### src/rtl/playback_scheduler_if.sv
// playback_scheduler_if
//   Groups the control and status signals between the keyboard front end
//   (master) and the playback scheduler (slave). Clock and reset are not part
//   of the bundle.
//
//   Control (master -> slave):
//     Start      one-cycle request to begin playback
//     Stop       level or pulse; aborts playback
//     BPM        tempo in beats per minute, 0 freezes the playhead
//     Loops      passes to play, 0 = forever
//   Status (slave -> master):
//     play_en    high while playing
//     step_tick  one-cycle pulse: play the step shown on Step
//     Step       current step index
//     loop_count completed passes in the current playback
//     Done       one-cycle pulse on natural completion
//     dbg_state  scheduler FSM state (1 = PLAY)
//
//   Handshake: there is no ready signal. Start is a request that counts only
//   on an edge where the scheduler is idle, Stop is low and BPM is non-zero;
//   otherwise it is dropped, never queued. step_tick and Done are single-cycle
//   qualifiers on the registered Step / loop_count values and are never high
//   together.
interface playback_scheduler_if;
    logic       Start;
    logic       Stop;
    logic [9:0] BPM;
    logic [6:0] Loops;
    logic       play_en;
    logic       step_tick;
    logic [3:0] Step;
    logic [6:0] loop_count;
    logic       Done;
    logic       dbg_state;

    modport master (
        output Start, Stop, BPM, Loops,
        input  play_en, step_tick, Step, loop_count, Done, dbg_state
    );

    modport slave (
        input  Start, Stop, BPM, Loops,
        output play_en, step_tick, Step, loop_count, Done, dbg_state
    );
endinterface

### src/rtl/playback_scheduler.sv
// playback_scheduler
//   Sequences pattern playback. A phase accumulator adds BPM*STEP_DIV every
//   clock and advances the step each time it crosses CLK_HZ*60, which gives an
//   exact long-term average step rate with no division. The step index walks
//   0..NUM_STEPS-1, passes are counted, and playback ends after Loops passes
//   (Loops==0 plays forever) or when Stop is asserted.
//
//   Ports:
//     CLOCK_50  system clock
//     Reset     asynchronous, active-high reset
//     bus       playback_scheduler_if.slave (control in, status out)
//
//   All status outputs are registered.
module playback_scheduler #(
    parameter int CLK_HZ    = 50_000_000,
    parameter int NUM_STEPS = 16,
    parameter int STEP_DIV  = 4
) (
    input  logic                 CLOCK_50,
    input  logic                 Reset,
    playback_scheduler_if.slave  bus
);

    typedef enum logic {
        IDLE = 1'b0,
        PLAY = 1'b1
    } state_t;

    localparam logic [32:0] THRESH    = 33'(CLK_HZ) * 33'd60;
    localparam logic [32:0] INC_SCALE = 33'(STEP_DIV);
    localparam logic [3:0]  LAST_STEP = 4'(NUM_STEPS - 1);

    state_t      state;
    logic [32:0] acc;
    logic [6:0]  loops_lat;

    logic [32:0] acc_next;
    logic        overflow;
    logic        last_step;
    logic [6:0]  count_inc;
    logic        finish;

    // BPM is used live: a tempo change alters the increment on the very next
    // edge without disturbing the phase already accumulated.
    assign acc_next  = acc + 33'(bus.BPM) * INC_SCALE;
    assign overflow  = (acc_next >= THRESH);
    assign last_step = (bus.Step == LAST_STEP);

    // Saturates so infinite playback cannot wrap the pass counter to 0.
    assign count_inc = (bus.loop_count == 7'd127) ? 7'd127 : bus.loop_count + 7'd1;
    assign finish    = (loops_lat != 7'd0) && (count_inc == loops_lat);

    assign bus.dbg_state = state;

    always_ff @(posedge CLOCK_50 or posedge Reset) begin
        if (Reset) begin
            state          <= IDLE;
            acc            <= '0;
            loops_lat      <= '0;
            bus.play_en    <= 1'b0;
            bus.step_tick  <= 1'b0;
            bus.Step       <= '0;
            bus.loop_count <= '0;
            bus.Done       <= 1'b0;
        end else begin
            bus.step_tick <= 1'b0;
            bus.Done      <= 1'b0;
            unique case (state)
                IDLE: begin
                    if (bus.Start && !bus.Stop && (bus.BPM != 10'd0)) begin
                        // Step 0 is announced on entry, one cycle after Start.
                        state          <= PLAY;
                        acc            <= '0;
                        loops_lat      <= bus.Loops;
                        bus.play_en    <= 1'b1;
                        bus.step_tick  <= 1'b1;
                        bus.Step       <= '0;
                        bus.loop_count <= '0;
                    end
                end
                PLAY: begin
                    if (bus.Stop) begin
                        // Stop wins over a coincident step advance or wrap.
                        state       <= IDLE;
                        acc         <= '0;
                        bus.play_en <= 1'b0;
                        bus.Step    <= '0;
                    end else if (overflow) begin
                        acc <= acc_next - THRESH;
                        if (!last_step) begin
                            bus.Step      <= bus.Step + 4'd1;
                            bus.step_tick <= 1'b1;
                        end else begin
                            bus.loop_count <= count_inc;
                            bus.Step       <= '0;
                            if (finish) begin
                                state       <= IDLE;
                                bus.play_en <= 1'b0;
                                bus.Done    <= 1'b1;
                            end else begin
                                bus.step_tick <= 1'b1;
                            end
                        end
                    end else begin
                        acc <= acc_next;
                    end
                end
            endcase
        end
    end

endmodule

### src/flat_wrapper.sv
// flat-port wrapper written by rule: the top's interface ports become plain ports
module playback_scheduler_flat 
#(
    parameter int CLK_HZ    = 50_000_000,
    parameter int NUM_STEPS = 16,
    parameter int STEP_DIV  = 4
)
  (CLOCK_50, Reset, bus_Start, bus_Stop, bus_BPM, bus_Loops, bus_play_en, bus_step_tick, bus_Step, bus_loop_count, bus_Done, bus_dbg_state);
  playback_scheduler_if bus_i ();
  input  logic CLOCK_50;
  input  logic Reset;
  input wire logic [$bits(bus_i.Start)-1:0] bus_Start;
  input wire logic [$bits(bus_i.Stop)-1:0] bus_Stop;
  input wire logic [$bits(bus_i.BPM)-1:0] bus_BPM;
  input wire logic [$bits(bus_i.Loops)-1:0] bus_Loops;
  output wire logic [$bits(bus_i.play_en)-1:0] bus_play_en;
  output wire logic [$bits(bus_i.step_tick)-1:0] bus_step_tick;
  output wire logic [$bits(bus_i.Step)-1:0] bus_Step;
  output wire logic [$bits(bus_i.loop_count)-1:0] bus_loop_count;
  output wire logic [$bits(bus_i.Done)-1:0] bus_Done;
  output wire logic [$bits(bus_i.dbg_state)-1:0] bus_dbg_state;
  assign bus_i.Start = bus_Start;
  assign bus_i.Stop = bus_Stop;
  assign bus_i.BPM = bus_BPM;
  assign bus_i.Loops = bus_Loops;
  assign bus_play_en = bus_i.play_en;
  assign bus_step_tick = bus_i.step_tick;
  assign bus_Step = bus_i.Step;
  assign bus_loop_count = bus_i.loop_count;
  assign bus_Done = bus_i.Done;
  assign bus_dbg_state = bus_i.dbg_state;
  playback_scheduler #(.CLK_HZ(CLK_HZ), .NUM_STEPS(NUM_STEPS), .STEP_DIV(STEP_DIV)) u_core (.CLOCK_50(CLOCK_50), .Reset(Reset), .bus(bus_i));
endmodule
### config.mk
export PLATFORM = sky130hd
export DESIGN_NAME = playback_scheduler_flat
export DESIGN_NICKNAME = d
export VERILOG_FILES = /design/src/rtl/playback_scheduler_if.sv /design/src/rtl/playback_scheduler.sv /design/src/flat_wrapper.sv
export SDC_FILE = /design/constraint.sdc
export NUM_CORES = 1
export LEC_CHECK = 0
export BUFFER_PORTS_ARGS = -buffer_cell sky130_fd_sc_hd__buf_2
export CELL_PAD_IN_SITES_DETAIL_PLACEMENT = 1
export CELL_PAD_IN_SITES_GLOBAL_PLACEMENT = 1
export CORE_UTILIZATION = 26
export DETAILED_ROUTE_END_ITERATION = 6
export GPL_ROUTABILITY_DRIVEN = 1
export PLACE_DENSITY_LB_ADDON = 0.12
export SETUP_SLACK_MARGIN = 0.15
export SYNTH_ARGS = -nofsm -noshare
export SYNTH_HDL_FRONTEND = slang
export SYNTH_SLANG_ARGS = --single-unit
### constraint.sdc
create_clock -name CLOCK_50 -period 5.8 [get_ports CLOCK_50]
set_clock_uncertainty 0.15 [all_clocks]
set_input_delay 0.29 -clock CLOCK_50 [delete_from_list [all_inputs] [get_ports CLOCK_50]]
set_output_delay 0.29 -clock CLOCK_50 [all_outputs]
set_load 0.005 [all_outputs]
# == After elaboration in Yosys (flattened, before gate mapping) ==
# Cells that the tools add are included.
# totals
ram_bits,0
output_inout_bits,15
word_cells,69
reg_bits,55
in_bits,21
mem_count,0
latchBits,0
romBits,0
# op_classes
bitwise_logic,1
reduce_logical,10
addsub,4
n_eq_ne,10
n_div,0
magnitude_cmp,1
n_mux,35
shifts,0
n_mul,0
# ops
cell,count
$mux 33,3
$pmux 33 s2,1
$mux 7,5
$add 33x12->33,1
$ge 33x32->1 const B,1
$sub 33x32->33 const B,1
$mux 1,17
$mux 4,4
$pmux 7 s2,1
$reduce_bool 10->1,1
$ne 3x3->1 const B,3
$pmux 4 s2,1
$reduce_and 4->1,2
$add 7x1->7 const B,1
$eq 7x7->1,1
$eq 7x7->1 const B,1
$reduce_bool 7->1,1
$ne 2x2->1 const B,3
$pmux 1 s2,3
$add 4x1->4 const B,1
$eq 4x4->1 const B,1
$reduce_and 2->1,2
$logic_and 1x1->1,3
$ne 2x1->1 const B,1
other kinds (2),2

# == Depth between registers and ports, before layout ==
# logic_depth
ltp_word,9
depth_mapped,17
mapped_depth_nobuf,15

# == Least setup slack after synthesis ==
# OpenSTA, ideal clock, no wires.
# synth_timing
path_kind,reg2reg
startpoint,register u_core.acc[2]
endpoint,register u_core.acc[29]
setup_ns,0.101
t_arrival_ns,3.823
required_time_ns,5.549
path_slack_ns,1.726
path_stages_with_launch,17
period_less_slack_ns,4.074
path_buffers,1
path_cell_list,dfrtp_1 ha_1 fa_1 a21o_1 a221oi_2 o21ai_0 xor2_1 ha_1 a31o_2 a211oi_1 o21ai_0 a211oi_2 buf_6 nor2_8 o21ai_2 mux2_1 o32ai_1
# synth_between
elab_chain_cells,5
elab_cells_between_ends,6
classes_between,add/sub (2); order compare (1); mux (3)
# synth_lines
element,line,rtl
"start, declared",playback_scheduler.sv:34,logic [32:0] acc;
"start signal, assigned",playback_scheduler.sv:89,acc <= acc_next - THRESH;
"start signal, assigned",playback_scheduler.sv:105,acc <= acc_next;
$add 33x12->33 *,playback_scheduler.sv:45,assign acc_next = acc + 33'(bus.BPM) * INC_SCALE;
$sub 33x32->33 / $ge 33x32->1 (equally long branches),"playback_scheduler.sv:89, playback_scheduler.sv:46",
$mux 33 *,playback_scheduler.sv:88,end else if (overflow) begin
$mux 33 *,playback_scheduler.sv:82,if (bus.Stop) begin
$pmux 33 s2 *,playback_scheduler.sv:68,unique case (state)
# Every way passes the cells marked *; elsewhere a longest branch is shown, timed or not.
# A chain may end at the register's enable or synchronous reset.

# == Final worst setup path ==
# layout_timing
startpoint,register u_core.acc[2]
endpoint,register u_core.acc[18]
# Same word-level chain as after synthesis.

==> out/qor.csv <==
stage,metric,value,unit
run_status,run status,finished clean,
worst_hold_path,worst min-delay path category,input pin to register,
place,weighted congestion at the end of routability-driven global placement,0.8186,
floorplan,count of standard-cell rows,46,
timing,worst slew margin relative to its limit,20.10,%
synth,Async SR Flop Fraction,100.0,%
floorplan,y dimension of the die,131.3,um
timing,Final setup viols,0,
synth,count of flip-flops with a built-in enable after synthesis,0,
cts,total number of clock tree sinks,53,
run,number of violations of the max-capacitance limit,0,
synth,synthesis warning total,0,
synth,mean post-synth cell area,8.253,um^2
global_route,Overflow after GRT,0,
cts,clk root buf,sky130_fd_sc_hd__clkbuf_16,
setup_path,slowest cell delay on critical path,520,ps
global_route,first-pass GRT wire length,23.47,mm
place,worst slack after detailed placement,869.1,ps
cts,post-CTS clock slew at the launch and capture registers of the worst setup and hold paths,90,ps
routing,routed wire length on met3,513,um
cts,cts hold-fix bufs,0,
global_route,total track usage,17.05,%
synth,unique cell type count in the Yosys netlist,69,
power,total power density per cell area,231.6,nW/um^2
synth,net count after synthesis,562,
synth,primary flip-flop cell chosen by synthesis mapping,sky130_fd_sc_hd__dfrtp_1,
routing,total vias in the final route,4043,
cts,CTS tree,built,
routing,top layer in use,met4,
routing,wire length the detailed router placed on met1,6.865,mm
routing,Pre-Repair DR Iteration Count,4,
timing,fraction of the cycle the final worst path needs,85.17,%
routing,number of antenna-violating nets in the routed design,0,
routing,Avg Vias per Cell,5.313,
floorplan,initial core utilization,26.99,%
place,sum of net half-perimeters after detailed placement,10.45,mm
timing,transition time of the tightest slew-check pin,1194,ps
global_route,maximum number of pins on one net before global-route repair,54,
routing,iteration-0 DRC count of the detailed router,174,
power,worst voltage drop across the vdd grid,118.6,uV
timing,Setup TNS,0,ps
setup_path,largest delay contributor family on the critical path,compound AO/OA/AOI/OAI gates,
synth,post-synthesis instance total,527,
setup_path,peak fanout along the critical path,7,
routing,WL per Instance,18.40,um
finish,diode count,0,
finish,post-synthesis to final-layout area growth,11.36,%
global_route,antenna violations before repair,0,
synth,area of the mapped netlist,4349,um^2
floorplan,Total Die Area,17250,um^2
cts,clock latency of the later-clocked register in the worst-skew pair,310,ps
timing,worst setup margin,860.2,ps
synth,Synth Register Bits,53,
timing,Final Hold Viols,0,
global_route,via count of the first global-routing pass,4323,
timing,min cycle time layout,4940,ps
cts,CTS buffer count,5,
power,leakage power total,2.029,nW
cts,Post CTS Setup Buffer Count,0,
floorplan,num ports,36,
setup_path,slack of the worst reg-to-reg path,860,ps
place,count of buffers inserted at the top-level ports,35,
setup_path,critical path cell sequence,ha_1 -> fa_1 -> a21o_1 -> a221oi_2 -> buf_4 -> o21ai_0 -> xor2_1 -> ha_1 -> a31o_2 -> a211oi_1 -> o21ai_0 -> a211oi_2 -> or2_1 -> nor3b_2 -> o311a_1 -> a21oi_1,
finish,fraction of final layout cells with drive strength greater than 1,13.76,%
cts,deepest level of the CTS H-tree,2,
floorplan,Placeable Area,16120,um^2
routing,wire length reported by the detailed router,14.00,mm
cts,number of buffers between clock root and the deepest sink,2,
setup_path,kind of start point of the critical path,register,
setup_path,CP bufs+invs,1,
setup_path,cell with the largest stage delay on the worst path,sky130_fd_sc_hd__a211oi_2,
finish,number of nets in the layout,579,
setup_path,path type of the worst setup path,register to register,
cts,cells resized by post-CTS repair,0,
routing,Met2 Routed Length,6.420,mm
synth,post-synthesis sequential area ratio,30.49,%
timing,unrepaired setup endpoints after global routing,no,
routing,detailed-route DRC error count,0,
timing,highest achievable clock rate,202.4,MHz
setup_path,data arrival time at the worst-slack endpoint,5030,ps
timing,max-slew violations,0,
setup_path,data required time at the worst endpoint,5890,ps
floorplan,Die Span X,131.3,um
setup_path,endpoint class of the critical path,register,
power,total power draw,1.122,mW
state kept, by name, indices dropped and copies added, names as in the netlist:
name                   flops
u_core.acc                31
u_core.bus.loop_count      7
u_core.loops_lat           7
u_core.bus.Step            4
u_core.bus.Done            1
u_core.bus.dbg_state       1
u_core.bus.play_en         1
u_core.bus.step_tick       1
metal layers:
| metal | up-vias | global-route usage, % |
|---|---|---|
| met4 | 0 | 4.910 |
| met5 | - | 0 |
| met2 | 56 | 27.81 |
| met3 | 13 | 2.701 |
| met1 | 2008 | 23.09 |
| li1 | 1966 | - |
stage by stage:
stage               cell area, um^2  instances  utilization (%)  hold WS (ps)
detailed placement             4692        753            29.11         337.6
floorplan                      4349        527                -         245.4
global placement               4692        753            29.11         328.8
finish                         4843        761            30.05         10.04
global route                   4843        761            30.05         9.491
CTS                            4843        761            30.05         1.036
worst register-to-register path: stages (launching register included):
cell                       delay, ps
sky130_fd_sc_hd__dfrtp_1         390
sky130_fd_sc_hd__ha_1            220
sky130_fd_sc_hd__fa_1            410
sky130_fd_sc_hd__a21o_1          230
sky130_fd_sc_hd__a221oi_2        210
sky130_fd_sc_hd__buf_4           200
sky130_fd_sc_hd__o21ai_0         110
sky130_fd_sc_hd__xor2_1          220
sky130_fd_sc_hd__ha_1            260
sky130_fd_sc_hd__a31o_2          250
sky130_fd_sc_hd__a211oi_1        410
sky130_fd_sc_hd__o21ai_0         240
sky130_fd_sc_hd__a211oi_2        520
sky130_fd_sc_hd__or2_1           500
sky130_fd_sc_hd__nor3b_2         120
sky130_fd_sc_hd__o311a_1         300
sky130_fd_sc_hd__a21oi_1         120
report_power, final:
part	internal (mW)	total (mW)	switching (mW)	leakage, nW
sequential	0.400	0.433	0.0324	0.717
combinational	0.134	0.357	0.222	1.24
clock	0.164	0.332	0.168	0.0680
synthesized netlist by cell type, drive strengths merged (5+ instances only):
master  instances  area share, %
nor3           25            3.3
a211oi          7            1.4
nand3          22            2.5
nor4            8            1.5
nor2b           5           0.72
nand2          69            6.0
or3             5           0.72
o21ai          36            4.2
nor2           32            3.5
or4             5           0.86
a21oi          23            2.6
xnor2          36            7.2
inv            13            1.1
a22o           13            2.6
a21o            9            1.6
dfrtp          53             30
buf            15            2.2
and2            6           0.86
o22ai           7            1.0
a31oi          11            1.6
xor2           13            2.6
nand4          12            2.2
o21a            5           0.86
or2             6           0.86
clkbuf         17            1.5
and3           12            1.7
ha             13            3.7
cells in the final DEF (no fill, tap or decap), types with 21 or more instances in the layout:
cell type,synthesis,final
sky130_fd_sc_hd__dfrtp_1,53,53
sky130_fd_sc_hd__a21oi_1,23,23
sky130_fd_sc_hd__xnor2_1,36,36
sky130_fd_sc_hd__buf_2,8,35
sky130_fd_sc_hd__nor3_1,21,21
sky130_fd_sc_hd__o21ai_0,29,29
sky130_fd_sc_hd__nand3_1,22,22
sky130_fd_sc_hd__nor2_1,30,29
sky130_fd_sc_hd__nand2_1,69,69
cell families (layout without fill, tap and decap cells):
family,count (synthesis),in the layout,synth area share (%)
and+or+nand+nor,219,219,27.16
AOI/OAI and AO/OA,143,143,22.53
DFF,53,53,30.49
xor gates and xnor gates,49,49,9.868
buffers and inverters,45,63,4.804
adders and majority gates,14,14,4.200
muxes,4,4,0.9494
worst paths after layout:
| path | cells after the start | from | endpoint |
|---|---|---|---|
| worst max-delay path | 16 | u_core.acc[2] | u_core.acc[18] |
| max in group asynchronous | 3 | Reset | u_core.acc[26] |
| min in group asynchronous | 3 | Reset | u_core.loops_lat[5] |
| worst max register to register | 16 | u_core.acc[2] | u_core.acc[18] |
| worst min register to register | 2 | u_core.acc[10] | u_core.acc[10] |
| worst min-delay path | 3 | bus_Loops[4] | u_core.loops_lat[4] |
final cells by class:
cell class                 instances  area [um^2]
clock buffer                       5        125.1
fill                            1970        11270
timing repair buffer              42        227.7
sequential                        53         1326
multi-input combinational        429         2819
clock inverter                     3        26.28
inverter                          13        48.80
tap                              216        270.3
Note: power is estimated with default switching activity, not from simulation.
